`config.mk`:
```
export PLATFORM = sky130hd
export DESIGN_NAME = fetch_unit
export DESIGN_NICKNAME = d
export VERILOG_FILES = /design/src/rtl/fetch_unit.sv
export SDC_FILE = /design/constraint.sdc
export NUM_CORES = 1
export LEC_CHECK = 0
export CAP_MARGIN = 20
export CORE_UTILIZATION = 48
export CTS_CLUSTER_SIZE = 16
export DETAILED_ROUTE_END_ITERATION = 7
export GPL_ROUTABILITY_DRIVEN = 1
export GPL_TIMING_DRIVEN = 0
export PLACE_DENSITY = 0.84
export SLEW_MARGIN = 20
export SYNTH_ARGS = -nofsm -noshare
export SYNTH_HDL_FRONTEND = slang
export SYNTH_SLANG_ARGS = --single-unit
```
`constraint.sdc`:
```
create_clock -name clk -period 8 [get_ports clk]
set_clock_uncertainty 0.15 [all_clocks]
set_input_delay 2 -clock clk [delete_from_list [all_inputs] [get_ports clk]]
set_output_delay 2 -clock clk [all_outputs]
set_load 0.03 [all_outputs]
```
`src/rtl/fetch_unit.sv`:
```
// Instruction fetch unit: requests one instruction word at pc, holds it for
// decode until retired, then steps pc to the sequential, branch or jump target.
module fetch_unit #(
    parameter logic [31:0] RESET_PC  = 32'h0000_0000,
    parameter logic [31:0] CNT_RESET = 32'h0000_0000
) (
    input  logic        clk,
    input  logic        rst,
    input  logic [1:0]  pc_next_c,
    input  logic [31:0] imm_ext,
    input  logic [25:0] j_addr,
    input  logic        retire,
    output logic        imem_req,
    output logic [31:0] imem_addr,
    input  logic        imem_ack,
    input  logic [31:0] imem_rdata,
    output logic [31:0] instr,
    output logic        instr_valid,
    output logic [31:0] pc,
    output logic [31:0] pc_plus4,
    output logic [31:0] retired_cnt
);

    typedef enum logic [1:0] {
        IDLE  = 2'd0,
        FETCH = 2'd1,
        HOLD  = 2'd2
    } state_t;

    state_t      state;
    state_t      state_nxt;
    logic        take_fetch;
    logic        take_retire;
    logic [31:0] pc_target;

    always_ff @(posedge clk) begin
        if (rst) begin
            state <= IDLE;
        end else begin
            state <= state_nxt;
        end
    end

    always_comb begin
        state_nxt   = state;
        imem_req    = 1'b0;
        instr_valid = 1'b0;
        take_fetch  = 1'b0;
        take_retire = 1'b0;
        case (state)
            IDLE: begin
                state_nxt = FETCH;
            end
            FETCH: begin
                imem_req = 1'b1;
                if (imem_ack) begin
                    take_fetch = 1'b1;
                    state_nxt  = HOLD;
                end
            end
            HOLD: begin
                instr_valid = 1'b1;
                if (retire) begin
                    take_retire = 1'b1;
                    state_nxt   = FETCH;
                end
            end
            default: begin
                state_nxt = IDLE;
            end
        endcase
    end

    assign pc_plus4  = pc + 32'd4;
    assign imem_addr = pc;

    // Jump outranks branch whenever bit 1 of the select is set.
    always_comb begin
        pc_target = pc_plus4;
        if (pc_next_c[1]) begin
            pc_target = {pc_plus4[31:28], j_addr, 2'b00};
        end else if (pc_next_c[0]) begin
            pc_target = pc_plus4 + (imm_ext << 2);
        end
    end

    always_ff @(posedge clk) begin
        if (rst) begin
            pc          <= RESET_PC;
            instr       <= 32'h0000_0000;
            retired_cnt <= CNT_RESET;
        end else begin
            if (take_fetch) begin
                instr <= imem_rdata;
            end
            if (take_retire) begin
                pc          <= pc_target;
                retired_cnt <= retired_cnt + 32'd1;
            end
        end
    end

endmodule

```
After elaboration in Yosys (flattened, before gate mapping)
Cells that the tools add are included.
- register bits: 98
- latch bits: 0
- bits in writable memories: 0
- bits in read-only memories: 0
- input port bits: 96
- output and inout bits: 162
- logic and storage cells: 24
- memories: 0
- $add $sub $neg: 3
- $mul: 0
- divide/modulo/power cells: 0
- $lt $le $gt $ge: 0
- equal/unequal tests: 4
- shift operators: 0
- mux-type cells: 11
- bitwise logic cells: 0
- reductions and logical operators: 2
- operators with widths (operator ; number):
    32-bit two-way mux ; 2
    32-bit by 1-bit adder with 32-bit output, second input constant ; 1
    32-bit by 3-bit adder with 32-bit output, second input constant ; 1
    32-bit adder ; 1
    1-bit two-way mux ; 6
    2-bit one-hot mux with 3 select lines ; 1
    2-bit two-way mux ; 2
    2-bit != test, second input constant ; 2
    2-bit by 1-bit equality test with 1-bit output, second input constant ; 1
    2-bit equality test, second input constant ; 1
    2-bit zero test ; 1
    2-bit AND reduction ; 1

Longest topological paths before layout
- depth after elaboration: 4
- gate-level depth with buffers: 15

Least setup slack after synthesis
OpenSTA, ideal clock, no wires.
- kind: register to output
- start: register pc[2], in the netlist imem_addr[2]
- end: output port pc_plus4[30]
- arrival time: 2.401 ns
- required time: 5.850 ns
- path slack: 3.449 ns
- stages on the path, launching flop included: 8
- buffers on the path: 0
- cell sequence: dfxtp_1 -> ha_1 -> and4_1 -> and3_2 -> nand3_2 -> nor2_1 -> and3_1 -> xor2_1
- cells in the longest elaborated chain, start to end: 1
- RTL lines (element ; line ; source):
    from (decl) ; 19 ; output logic [31:0] pc,
    from (signal assigned) ; 97 ; pc <= pc_target;
    32-bit by 3-bit adder with 32-bit output ; 74 ; assign pc_plus4 = pc + 32'd4;
    to (decl) ; 20 ; output logic [31:0] pc_plus4,
No other way between the ends.

Worst setup path in the final report
Ends and elaborated chain as after synthesis.

==> run_results.csv <==
group,metric,value,unit
status,status,"completed",
grt,grt_pass1_vias,6635,
drt,via_count,7128,
drt,dr.pass1.iters,5,
setup_path,worstSetupPathType,"flip-flop to output pin",
drt,antenna_left,0,
drt,drc_errors,0,
logic_synthesis,yosysWarnings,0,
clocking,cts_hold_buffers,0,
clocking,cts_tree,"built",
clocking,post_cts_buffers,0,
sta,fin_tns_setup,0,ps
layout,num_antenna_cells,0,
power,powerDensity,126,nW/µm²
worst_hold_path,hp-class,"flip-flop to flip-flop",
setup_path,rrSetupSlack,3830,ps
die,coreArea,13200,µm²
logic_synthesis,async_reset_ff_share,0,%
sta,finalSetupViolCount,0,
sta,worstMarginPinSlew,860,ps
die,start_util,49.4,%
power,leakage,3.78,nW
sta,rsz0062_at_grt,"no",
drt,viasPerCell,5.54,
sta,finalCriticalPeriod,5550,ps
flow_run,cap_violations,0,
grt,grt_pass1_wl,34.6,mm
logic_synthesis,synth_seq_cells,96,
clocking,cts.repair.resized,0,
grt,track_usage,30.8,%
drt,drt-wirelength-per-cell,17.0,µm
drt,drt_wl_total,21.9,mm
layout,drive_above_1_share,7.57,%
placed_design,gp_congestion,0.924,
layout,syn_to_final_growth,46.6,%
grt,grt_start_max_net_pins,19,
die,fp.dieW,119,µm
sta,post-route-period-util,69.4,%
sta,hold_violations,0,
power,total_power,0.00121,W
logic_synthesis,ys_types,79,
sta,report.final.slew_viol_count,0,
logic_synthesis,netlist_area,6540,µm²
die,die_height,119,µm
layout,nets,1239,
logic_synthesis,synth_top_cell_by_area,"dfxtp_1",
logic_synthesis,synth.most_common_cell,"nand2_1",
clocking,cts_max_level,3,
sta,maxSlewHeadroom,42.4,%
sta,max_freq,0.180,GHz
setup_path,cp_data_required_time,5850,ps
logic_synthesis,syn_inst,840,
die,io_pins,258,
logic_synthesis,synth_area_per_cell,7.79,µm²
grt,antenna_found_initial,0,
logic_synthesis,synthTopCellsByArea,"dfxtp_1, nand2_1, ha_1",
clocking,clk_latency,350,ps
die,die_area,14100,µm²
placed_design,port_buffers,249,
grt,overflow,0,
logic_synthesis,synth_common_cells,"nand2_1, dfxtp_1, a21oi_1",
die,row_count,42,
drt,drt_iter0_markers,445,
logic_synthesis,synth_edf_count,0,
layout,fin_util,72.4,%
clocking,cts_buffers,9,
sta,hold_ws,304,ps
clocking,clock_sinks,96,
setup_path,worstPathArrival,3400,ps
setup_path,crit_fanout,8,
setup_path,start_kind,"flip-flop",
power,peakVddDrop,0.0980,mV
placed_design,dp_hpwl,17.0,mm
clocking,clk_pin_slew,70,ps
clocking,clk_path_buf_depth,2,
logic_synthesis,synth-seq-area-share,29.4,%
logic_synthesis,ys.flop_type,"dfxtp_1",
setup_path,critPathCaptureType,"output pin",
clocking,ctsRootBufferMaster,"clkbuf_16",
logic_synthesis,yosysTopAreaCellShare,29.4,%
==> layout by cell type (no fill, tap or decap), types with 4 or more instances in the layout <==
| master | n |
|---|---|
| a211oi_1 | 12 |
| a21o_1 | 18 |
| a21oi_1 | 89 |
| and2_1 | 6 |
| and3_1 | 8 |
| and4_1 | 5 |
| buf_4 | 37 |
| clkbuf_1 | 26 |
| clkbuf_16 | 9 |
| clkdlybuf4s50_1 | 249 |
| conb_1 | 6 |
| dfxtp_1 | 96 |
| ha_1 | 37 |
| inv_1 | 14 |
| nand2_1 | 138 |
| nand2b_1 | 10 |
| nand3_1 | 24 |
| nand3b_1 | 5 |
| nand4_1 | 18 |
| nor2_1 | 73 |
| nor2b_1 | 4 |
| nor3_1 | 9 |
| o211ai_1 | 4 |
| o21ai_0 | 33 |
| o21bai_1 | 5 |
| o221a_2 | 4 |
| o41ai_1 | 4 |
| or3_1 | 8 |
| xnor2_1 | 34 |
| xor2_1 | 38 |
==> path summary, 6_finish.rpt <==
check,from,to,cells past startpoint
worst min-delay path,instr[23],instr[23],2
worst max-delay path,imem_addr[2],pc_plus4[30],8
worst min register to register,instr[23],instr[23],2
worst max register to register,imem_addr[2],imem_addr[27],14
==> critical path, cell delays in order, from the launching register on <==
cell             delay, ps
dfxtp_1                560
ha_1                   270
and4_1                 270
and3_2                 270
nand3_2                140
nor2_1                 320
and3_1                 270
xor2_1                 240
clkdlybuf4s50_1        720
==> stage by stage <==
step | instances | worst slack, ps | area [µm²]
global route | 1286 | 2260 | 9590
detailed placement | 1270 | 2780 | 9270
CTS | 1286 | 2480 | 9590
finish | 1286 | 2450 | 9590
floorplan | 845 | 3450 | 6560
global placement | 1270 | 2780 | 9270
==> where the power goes <==
part | total, W | internal, W | switching, W | leakage [nW]
clock | 0.000462 | 0.000249 | 0.000212 | 0.155
sequential | 0.000500 | 0.000489 | 0.0000108 | 0.777
combinational | 0.000246 | 0.000112 | 0.000134 | 2.85
==> layer usage <==
layer | wire (µm) | GRT usage (%) | vias up
li1 | - | - | 3465
met1 | 9460 | 39.5 | 3329
met2 | 10500 | 52.4 | 300
met3 | 1550 | 5.74 | 34
met4 | 392 | 8.94 | 0
met5 | 0 | 0 | -
==> kinds of logic after synthesis <==
logic type               synth area share, %
adder cells (fa/ha/maj)                 7.38
flip-flops                              29.4
other                                 0.0573
multiplexers                           0.631
AND/OR/NAND/NOR                         24.0
AO/OA/AOI/OAI                           21.1
buffers and inverters                   7.12
XOR/XNOR                                10.4
==> state kept, by name, indices dropped and copies added (netlist names) <==
signal	cells
imem_addr	30
instr	32
retired_cnt	32
state	2
==> cell type report <==
type | instances | area [µm²]
inverters | 15 | 56.3
multi-input cells | 665 | 4170
clock inverters | 7 | 88.8
repair buffers | 249 | 2490
fillers | 1121 | 3660
well taps | 176 | 220
plain buffers | 69 | 409
flip-flops and latches | 96 | 1920
clock buffers | 9 | 225
Power figures use the tool's default switching activity.
